## src/rtl/key_pkg.sv

```systemverilog
// Shared definitions for the key debounce array.
//   rpt_state_e : per-channel auto-repeat FSM state encoding
//   clog2       : bit width needed to hold values 0..value-1
//   max2        : larger of two values, used to size the shared repeat timer
package key_pkg;

    typedef enum logic [1:0] {
        ST_IDLE = 2'd0,
        ST_HOLD = 2'd1,
        ST_RPT  = 2'd2
    } rpt_state_e;

    function automatic int unsigned clog2(input int unsigned value);
        int unsigned v;
        int unsigned w;
        v = (value > 0) ? value - 1 : 0;
        w = 0;
        while (v > 0) begin
            w = w + 1;
            v = v >> 1;
        end
        return w;
    endfunction

    function automatic int unsigned max2(input int unsigned a, input int unsigned b);
        return (a > b) ? a : b;
    endfunction

endpackage

```

## src/rtl/key_debounce_array_if.sv

```systemverilog
// Key/event bundle between the debounce array and its environment.
//   key_in, repeat_en             : raw keys and auto-repeat enable (into the array)
//   key_level/press/release/repeat: per-key conditioned outputs
//   evt_valid/evt_code/evt_multi  : merged, prioritised key-event stream
// Modports: slave = the debounce array, master = the driving/consuming side.
interface key_debounce_array_if #(
    parameter int unsigned N_KEYS = 3
);
    localparam int unsigned CODE_W = key_pkg::clog2(N_KEYS);

    logic [N_KEYS-1:0] key_in;
    logic              repeat_en;
    logic [N_KEYS-1:0] key_level;
    logic [N_KEYS-1:0] key_press;
    logic [N_KEYS-1:0] key_release;
    logic [N_KEYS-1:0] key_repeat;
    logic              evt_valid;
    logic [CODE_W-1:0] evt_code;
    logic              evt_multi;

    modport master (
        output key_in, repeat_en,
        input  key_level, key_press, key_release, key_repeat,
        input  evt_valid, evt_code, evt_multi
    );

    modport slave (
        input  key_in, repeat_en,
        output key_level, key_press, key_release, key_repeat,
        output evt_valid, evt_code, evt_multi
    );

endinterface

```

## src/rtl/key_debounce_channel.sv

```systemverilog
// One key channel: 2-FF synchroniser, counter debounce, registered
// press/release pulses and hold-to-auto-repeat FSM.
//   clk_i, rst_ni : clock, asynchronous active-low reset
//   key_i         : raw asynchronous key level
//   repeat_en_i   : auto-repeat enable
//   level_o       : debounced level
//   press_o       : 1-cycle pulse on accepted 0->1
//   release_o     : 1-cycle pulse on accepted 1->0
//   repeat_o      : 1-cycle auto-repeat pulse
module key_debounce_channel
    import key_pkg::*;
#(
    parameter int unsigned DEBOUNCE_CYCLES = 4,
    parameter int unsigned HOLD_CYCLES     = 16,
    parameter int unsigned REPEAT_CYCLES   = 8
) (
    input  logic clk_i,
    input  logic rst_ni,
    input  logic key_i,
    input  logic repeat_en_i,
    output logic level_o,
    output logic press_o,
    output logic release_o,
    output logic repeat_o
);

    localparam int unsigned CNT_W = clog2(DEBOUNCE_CYCLES + 1);
    localparam int unsigned TMR_W = clog2(max2(HOLD_CYCLES, REPEAT_CYCLES));
    localparam logic [CNT_W-1:0] CNT_LAST  = CNT_W'(DEBOUNCE_CYCLES - 1);
    localparam logic [TMR_W-1:0] HOLD_LAST = TMR_W'(HOLD_CYCLES - 1);
    localparam logic [TMR_W-1:0] RPT_LAST  = TMR_W'(REPEAT_CYCLES - 1);

    logic             s1_q, s2_q;
    logic             level_q, level_d;
    logic [CNT_W-1:0] cnt_q, cnt_d;
    logic             press_q, press_d;
    logic             release_q, release_d;
    logic             repeat_q, repeat_d;
    logic [TMR_W-1:0] tmr_q, tmr_d;
    rpt_state_e       state_q, state_d;

    // Debounce: a run of DEBOUNCE_CYCLES differing samples flips the level.
    always_comb begin
        level_d   = level_q;
        cnt_d     = '0;
        press_d   = 1'b0;
        release_d = 1'b0;
        if (s2_q != level_q) begin
            if (cnt_q == CNT_LAST) begin
                level_d   = s2_q;
                press_d   = s2_q;
                release_d = ~s2_q;
            end else begin
                cnt_d = cnt_q + CNT_W'(1);
            end
        end
    end

    // Repeat FSM reacts to the accept decision of the same edge so that the
    // hold timer starts in the press cycle and a coincident release wins.
    always_comb begin
        state_d  = state_q;
        tmr_d    = tmr_q;
        repeat_d = 1'b0;
        if (release_d || !repeat_en_i) begin
            state_d = ST_IDLE;
            tmr_d   = '0;
        end else begin
            case (state_q)
                ST_IDLE: begin
                    if (press_d) begin
                        state_d = ST_HOLD;
                        tmr_d   = '0;
                    end
                end
                ST_HOLD: begin
                    if (tmr_q == HOLD_LAST) begin
                        repeat_d = 1'b1;
                        state_d  = ST_RPT;
                        tmr_d    = '0;
                    end else begin
                        tmr_d = tmr_q + TMR_W'(1);
                    end
                end
                ST_RPT: begin
                    if (tmr_q == RPT_LAST) begin
                        repeat_d = 1'b1;
                        tmr_d    = '0;
                    end else begin
                        tmr_d = tmr_q + TMR_W'(1);
                    end
                end
                default: begin
                    state_d = ST_IDLE;
                    tmr_d   = '0;
                end
            endcase
        end
    end

    always_ff @(posedge clk_i or negedge rst_ni) begin
        if (!rst_ni) begin
            s1_q      <= 1'b0;
            s2_q      <= 1'b0;
            level_q   <= 1'b0;
            cnt_q     <= '0;
            press_q   <= 1'b0;
            release_q <= 1'b0;
        end else begin
            s1_q      <= key_i;
            s2_q      <= s1_q;
            level_q   <= level_d;
            cnt_q     <= cnt_d;
            press_q   <= press_d;
            release_q <= release_d;
        end
    end

    always_ff @(posedge clk_i or negedge rst_ni) begin
        if (!rst_ni) begin
            state_q  <= ST_IDLE;
            tmr_q    <= '0;
            repeat_q <= 1'b0;
        end else begin
            state_q  <= state_d;
            tmr_q    <= tmr_d;
            repeat_q <= repeat_d;
        end
    end

    assign level_o   = level_q;
    assign press_o   = press_q;
    assign release_o = release_q;
    assign repeat_o  = repeat_q;

endmodule

```

## src/rtl/key_debounce_array.sv

```systemverilog
// N-channel push-button conditioner with a merged key-event stream.
//   sys_clk, sys_rst_n : clock, asynchronous active-low reset
//   kb (slave)         : raw keys/repeat enable in; per-key levels and
//                        pulses plus prioritised event (valid/code/multi) out
// The lowest-index channel with a press or repeat wins; other simultaneous
// events are flagged by evt_multi and dropped.
module key_debounce_array
    import key_pkg::*;
#(
    parameter int unsigned N_KEYS          = 3,
    parameter int unsigned DEBOUNCE_CYCLES = 4,
    parameter int unsigned HOLD_CYCLES     = 16,
    parameter int unsigned REPEAT_CYCLES   = 8
) (
    input  logic                 sys_clk,
    input  logic                 sys_rst_n,
    key_debounce_array_if.slave  kb
);

    localparam int unsigned CODE_W = clog2(N_KEYS);

    logic [N_KEYS-1:0] level_w, press_w, release_w, repeat_w;
    logic [N_KEYS-1:0] src;
    logic              found;
    logic              evt_valid_q, evt_valid_d;
    logic              evt_multi_q, evt_multi_d;
    logic [CODE_W-1:0] evt_code_q, evt_code_d;

    for (genvar g = 0; g < N_KEYS; g++) begin : g_ch
        key_debounce_channel #(
            .DEBOUNCE_CYCLES (DEBOUNCE_CYCLES),
            .HOLD_CYCLES     (HOLD_CYCLES),
            .REPEAT_CYCLES   (REPEAT_CYCLES)
        ) u_ch (
            .clk_i       (sys_clk),
            .rst_ni      (sys_rst_n),
            .key_i       (kb.key_in[g]),
            .repeat_en_i (kb.repeat_en),
            .level_o     (level_w[g]),
            .press_o     (press_w[g]),
            .release_o   (release_w[g]),
            .repeat_o    (repeat_w[g])
        );
    end

    assign src = press_w | repeat_w;

    // Priority encoder: first set bit wins, any further set bit marks multi.
    always_comb begin
        found       = 1'b0;
        evt_code_d  = evt_code_q;
        evt_multi_d = 1'b0;
        for (int unsigned i = 0; i < N_KEYS; i++) begin
            if (src[i]) begin
                if (!found) begin
                    evt_code_d = CODE_W'(i);
                    found      = 1'b1;
                end else begin
                    evt_multi_d = 1'b1;
                end
            end
        end
        evt_valid_d = found;
    end

    always_ff @(posedge sys_clk or negedge sys_rst_n) begin
        if (!sys_rst_n) begin
            evt_valid_q <= 1'b0;
            evt_multi_q <= 1'b0;
            evt_code_q  <= '0;
        end else begin
            evt_valid_q <= evt_valid_d;
            evt_multi_q <= evt_multi_d;
            evt_code_q  <= evt_code_d;
        end
    end

    assign kb.key_level   = level_w;
    assign kb.key_press   = press_w;
    assign kb.key_release = release_w;
    assign kb.key_repeat  = repeat_w;
    assign kb.evt_valid   = evt_valid_q;
    assign kb.evt_code    = evt_code_q;
    assign kb.evt_multi   = evt_multi_q;

endmodule
```

## src/flat_wrapper.sv

```systemverilog
// flat-port wrapper written by rule: the top's interface ports become plain ports
module key_debounce_array_flat import key_pkg::*;
#(
    parameter int unsigned N_KEYS          = 3,
    parameter int unsigned DEBOUNCE_CYCLES = 4,
    parameter int unsigned HOLD_CYCLES     = 16,
    parameter int unsigned REPEAT_CYCLES   = 8
)
  (sys_clk, sys_rst_n, kb_key_in, kb_repeat_en, kb_key_level, kb_key_press, kb_key_release, kb_key_repeat, kb_evt_valid, kb_evt_code, kb_evt_multi);
  key_debounce_array_if #(.N_KEYS(N_KEYS)) kb_i ();
  input  logic sys_clk;
  input  logic sys_rst_n;
  input wire logic [$bits(kb_i.key_in)-1:0] kb_key_in;
  input wire logic [$bits(kb_i.repeat_en)-1:0] kb_repeat_en;
  output wire logic [$bits(kb_i.key_level)-1:0] kb_key_level;
  output wire logic [$bits(kb_i.key_press)-1:0] kb_key_press;
  output wire logic [$bits(kb_i.key_release)-1:0] kb_key_release;
  output wire logic [$bits(kb_i.key_repeat)-1:0] kb_key_repeat;
  output wire logic [$bits(kb_i.evt_valid)-1:0] kb_evt_valid;
  output wire logic [$bits(kb_i.evt_code)-1:0] kb_evt_code;
  output wire logic [$bits(kb_i.evt_multi)-1:0] kb_evt_multi;
  assign kb_i.key_in = kb_key_in;
  assign kb_i.repeat_en = kb_repeat_en;
  assign kb_key_level = kb_i.key_level;
  assign kb_key_press = kb_i.key_press;
  assign kb_key_release = kb_i.key_release;
  assign kb_key_repeat = kb_i.key_repeat;
  assign kb_evt_valid = kb_i.evt_valid;
  assign kb_evt_code = kb_i.evt_code;
  assign kb_evt_multi = kb_i.evt_multi;
  key_debounce_array #(.N_KEYS(N_KEYS), .DEBOUNCE_CYCLES(DEBOUNCE_CYCLES), .HOLD_CYCLES(HOLD_CYCLES), .REPEAT_CYCLES(REPEAT_CYCLES)) u_core (.sys_clk(sys_clk), .sys_rst_n(sys_rst_n), .kb(kb_i));
endmodule
```

## config.mk

```make
export PLATFORM = sky130hd
export DESIGN_NAME = key_debounce_array_flat
export DESIGN_NICKNAME = d
export VERILOG_FILES = /design/src/rtl/key_pkg.sv /design/src/rtl/key_debounce_array_if.sv /design/src/rtl/key_debounce_channel.sv /design/src/rtl/key_debounce_array.sv /design/src/flat_wrapper.sv
export SDC_FILE = /design/constraint.sdc
export NUM_CORES = 1
export LEC_CHECK = 0
export CAP_MARGIN = 20
export CORE_ASPECT_RATIO = 0.7
export CORE_UTILIZATION = 40
export CTS_CLUSTER_DIAMETER = 120
export CTS_CLUSTER_SIZE = 12
export DETAILED_ROUTE_END_ITERATION = 8
export HOLD_SLACK_MARGIN = 0.08
export SLEW_MARGIN = 20
export SYNTH_ARGS = -nofsm -noshare
export SYNTH_HDL_FRONTEND = slang
export SYNTH_SLANG_ARGS = --single-unit
export TNS_END_PERCENT = 30
```

## constraint.sdc

```tcl
create_clock -name sys_clk -period 2.4 [get_ports sys_clk]
set_input_delay 0.48 -clock sys_clk [delete_from_list [all_inputs] [get_ports sys_clk]]
set_output_delay 0.48 -clock sys_clk [all_outputs]
set_load 0.02 [all_outputs]
```

Word level (Yosys, flattened, before mapping) --
Cells that the tools add are included.
Operators by class: bitwise operators 4, reductions and logical operators 13, equality and inequality tests 27, muxes and demuxes 69, $add $sub $neg 6
Operator list (count):
- $mux W4 | 12
- $pmux W4 S3 | 3
- $mux W1 | 28
- $mux W2 | 14
- $mux W3 | 6
- $ne A3 B3 Y1 const B | 6
- $pmux W2 S3 | 3
- $add A4 B1 Y4 const B | 3
- $eq A4 B3 Y1 const B | 3
- $eq A4 B4 Y1 const B | 3
- $add A3 B1 Y3 const B | 3
- $eq A3 B2 Y1 const B | 3
- $reduce_and A3 Y1 | 3
- $eq A2 B1 Y1 const B | 3
- $eq A2 B2 Y1 const B | 3
- $logic_not A2 Y1 | 3
- $ne A2 B2 Y1 const B | 3
- $pmux W1 S2 | 3
- $reduce_and A2 Y1 | 3
- $logic_or A1 B1 Y1 | 3
- $ne A1 B1 Y1 | 3
- $not A1 Y1 | 3
- $or A3 B3 Y3 | 1
- $logic_not A1 Y1 | 1
Word-level totals: bits of input ports 6, flip-flop bits (word level) 49

Longest topological paths before layout --
depth after elaboration 6, depth in mapped cells 6

By module --
A second synthesis with hierarchy kept.
Unflattened totals: cells, all modules 215, area total of the unflattened synthesis 2492.4 sq um
Modules (own cells, without submodules):
- key_debounce_channel | sequential area each 375.4 sq um, area an instance 777.0 sq um, cells an instance 67, times used 3
- key_debounce_array | sequential area each 100.1 sq um, area an instance 161.4 sq um, cells an instance 14, times used 1

Least setup slack after synthesis --
Ideal clock, no wire load.
kind register to register, start point reg u_core.g_ch[1].u_ch.state_q[0], end point reg u_core.g_ch[1].u_ch.tmr_q[0], arrival 1.439 ns, setup slack 0.866 ns, cell stages (with the launch flop) 7, buffers on the path 0, data required time 2.305 ns, setup time 0.095 ns, cell sequence dfrtp_1 > inv_1 > ha_1 > and4b_1 > nor3_1 > nand2_1 > o31ai_1
Between the ends: longest elaborated chain between the ends 3, elaborated cells on any way between the ends 6, those cells by class eq/ne (3); mux (2); reduce/logical (1)
RTL lines:
- start: declaration | RTL line key_debounce_channel.sv:40 | rpt_state_e state_q, state_d;
- start signal: assignment | RTL line key_debounce_channel.sv:125 | state_q <= state_d;
- $eq A2 B2 Y1 (tied with other cells) | RTL line key_debounce_channel.sv:69 | case (state_q)
- $pmux W4 S3 | RTL line key_debounce_channel.sv:69
- $mux W4 | RTL line key_debounce_channel.sv:65 | if (release_d || !repeat_en_i) begin
- end signal: assignment | RTL line key_debounce_channel.sv:126 | tmr_q <= tmr_d;
- end: declaration | RTL line key_debounce_channel.sv:39 | logic [TMR_W-1:0] tmr_q, tmr_d;
Several ways; a longest one is shown, not always the timed one. A chain may end at the register's enable or synchronous reset.

Worst setup path in the final report --
start point reg u_core.g_ch[0].u_ch.level_q, end point out kb_key_level[0]
RTL lines:
- start: declaration | RTL line key_debounce_channel.sv:34 | logic level_q, level_d;
- start signal: assignment | RTL line key_debounce_channel.sv:112 | level_q <= level_d;
- end: declaration | RTL line flat_wrapper.sv:15 | output wire logic [$bits(kb_i.key_level)-1:0] kb_key_level;
No word-level cell between the ends.

==> results.toml <==
[pwr]
ir_drop_v = 0.000420
power.density_nw_per_um2 = 855
leakagePower_nw = 1.27
p_total_w = 0.00243

[placement]
dp.cells = 310
io_buffers = 21
hpwl_um = 3050
place.gp.congestion = 0.809
dpl_cell_area_um2 = 2750

[setup_path]
crit_family = "buffers and inverters"
crit_path_top_delay_cell = "clkdlybuf4s50_1"
worstPathMaxFanout = 6
cp_data_required_time_ps = 1920
critical_path_buf_inv_count = 1
crit_chain = "clkdlybuf4s50_1"
max_stage_delay_ps = 660
startpoint_type = "flip-flop"
critPathKind = "reg -> out"
crit_arrival_ps = 1440
crit_path_end_kind = "primary output"

[layout]
stdcell_count = 318
nNetsFinal = 266
layout-drive-gt1-share_pct = 9.88
finalInstanceArea_um2 = 2850
area_growth_pct = 12.2
diodes = 0

[outcome]
status = "complete, no violations"

[timing]
setup_tns_ps = 0
final_hold_viol_count = 0
drv_slew = 0
rsz0062_at_grt = "false"
period_share_pct = 80.1
fmax_ghz = 0.520
final.min_clock_period_ps = 1920
skew_ps = 9.25
setup_viol = 0
relSlewSlack_pct = 69.7
max_slew.worst_pin.slew_ps = 453

[synth]
synth_area_um2 = 2540
synth_cells = 228
async_flop_share_pct = 100
synth_cell_types = 56
synthesis.nets = 252
ys_seq_area_share_pct = 48.3
yosys_warnings = 0
avgSynthCellArea_um2 = 11.1
yosys.area.top_type = "dfrtp_1"
synth_top_cell_area_share_pct = 48.3
synth-edff-count = 0
synth_ff_type = "dfrtp_1"
synth.ff_latch_count = 49
yosys-top-cells-area = "dfrtp_1 (48%), ha_1 (8.9%), buf_4 (3.6%), nand2_1 (2.8%), inv_1 (2.2%)"

[detailed_routing]
remaining_drc_errors = 0
viasPerCell = 5.15
route.vias.total = 1638
wl_per_cell_um = 13.5
routed_wl_um = 4280
drt_iter0_drc = 68
ant_nets = 0
drt_pre_antenna_iters = 4

[job]
drv_cap = 0

[grt]
grt_overflow = 0
grt_max_degree = 50
first_global_vias = 1506
antenna_found_initial = 0
grtUsageTotal_pct = 14.8
grt_pass1_wl_um = 7610

[cts]
cts-buffers-inserted = 5
cts_hold_buf = 0
post-cts-setup-buffers = 0
cts_num_sinks = 49
path_clk_slew_ps = 90
htree_levels = 2
clk_path_buf_depth = 2
cts_tree = "built"
ctsResizeCount = 0
clk_latency_ps = 300
clock_tree.root_cell = "clkbuf_8"

[floorplanning]
dieArea_um2 = 6670
die_x_um = 97.2
initial_utilization_pct = 42.8
coreArea_um2 = 5930
ioPinCount = 22
dieHeight_um = 68.6
num_rows = 23

[worst_hold_path]
hold_path.class = "in -> async"
cells in the mapped netlist (5+ instances only):
cell	instances
dfrtp_1	49
inv_1	15
nor3b_1	6
nor3_1	7
buf_4	12
ha_1	18
nand2_1	19
nand2b_1	5
nor2_1	9
nand3_1	10
cells by family after synthesis:
family	count (synthesis)	synth area share, %
AOI/OAI and AO/OA	37	11.9
xor gates and xnor gates	4	1.38
adders and majority gates	19	9.27
buffers and inverters	31	6.71
DFF	49	48.3
muxes	8	3.35
and+or+nand+nor	80	19.1
path summary, 6_finish.rpt:
check | from | to | slack [ps] | cells after the start
worst max register to register | u_core.g_ch[1].u_ch.state_q[0] | u_core.g_ch[1].u_ch.tmr_q[0] | 630 | 6
max in group asynchronous | sys_rst_n | u_core.g_ch[2].u_ch.tmr_q[2] | 2030 | 2
worst max-delay path | u_core.g_ch[0].u_ch.level_o | kb_key_level[0] | 480 | 1
worst min-delay path | sys_rst_n | u_core.kb.evt_valid | 150 | 2
min in group sys_clk | u_core.g_ch[2].u_ch.s1_q | u_core.g_ch[2].u_ch.s2_q | 360 | 0
worst min register to register | u_core.g_ch[2].u_ch.s1_q | u_core.g_ch[2].u_ch.s2_q | 360 | 0
layer usage:
metal	vias to the layer above	track usage (%)	routed length [µm]
met2	33	19.3	1640
met1	768	22.8	2420
met5	-	0	0
met3	5	3.83	163
li1	832	-	-
met4	0	5.60	53
layout make-up:
class / count / area (µm²)
clock buffer: 6 / 82.6
clock inverter: 2 / 13.8
fill: 534 / 3080
inverter: 15 / 56.3
multi-input combinational: 148 / 1140
sequential: 49 / 1230
tap: 75 / 93.8
timing repair buffer: 23 / 233
layout by cell type (no fill, tap or decap), types with 5 or more instances in the layout:
master           instances
clkbuf_8                 6
clkdlybuf4s50_1         20
dfrtp_1                 49
ha_1                    18
inv_1                   15
nand2_1                 19
nand2b_1                 5
nand3_1                 10
nor2_1                   9
nor3_1                   7
nor3b_1                  6
report_power, final:
part	switching (W)	internal, W	leakage, nW
sequential	0.000110	0.000955	0.653
clock	0.000271	0.000234	0.0512
combinational	0.000473	0.000391	0.566
total	0.000854	0.00158	1.27
worst register-to-register path: stages, from the launching register on:
cell and delay (ps):
dfrtp_1 410, inv_1 110, ha_1 250, and4b_1 210, nor3_1 340, nand2_1 130, o31ai_1 240
metrics by stage:
stage	hold slack (ps)	util [%]	worst slack [ps]
2_1_floorplan	184	-	866
3_3_place_gp	332	46.4	283
3_5_place_dp	336	46.4	237
4_1_cts	155	48.0	465
5_1_grt	166	48.0	422
6_report	151	48.0	476
state kept, by name, indices dropped and copies added, names as in the netlist:
| name | count |
|---|---|
| u_core.kb.evt_valid | 1 |
| u_core.g_ch.u_ch.press_o | 3 |
| u_core.g_ch.u_ch.s2_q | 3 |
| u_core.kb.evt_multi | 1 |
| u_core.g_ch.u_ch.cnt_q | 9 |
| u_core.g_ch.u_ch.level_o | 3 |
| u_core.g_ch.u_ch.tmr_q | 12 |
| u_core.g_ch.u_ch.s1_q | 3 |
| u_core.g_ch.u_ch.state_q | 6 |
| u_core.kb.evt_code | 2 |
| u_core.g_ch.u_ch.repeat_o | 3 |
| u_core.g_ch.u_ch.release_o | 3 |
Note: power is estimated with default switching activity, not from simulation.
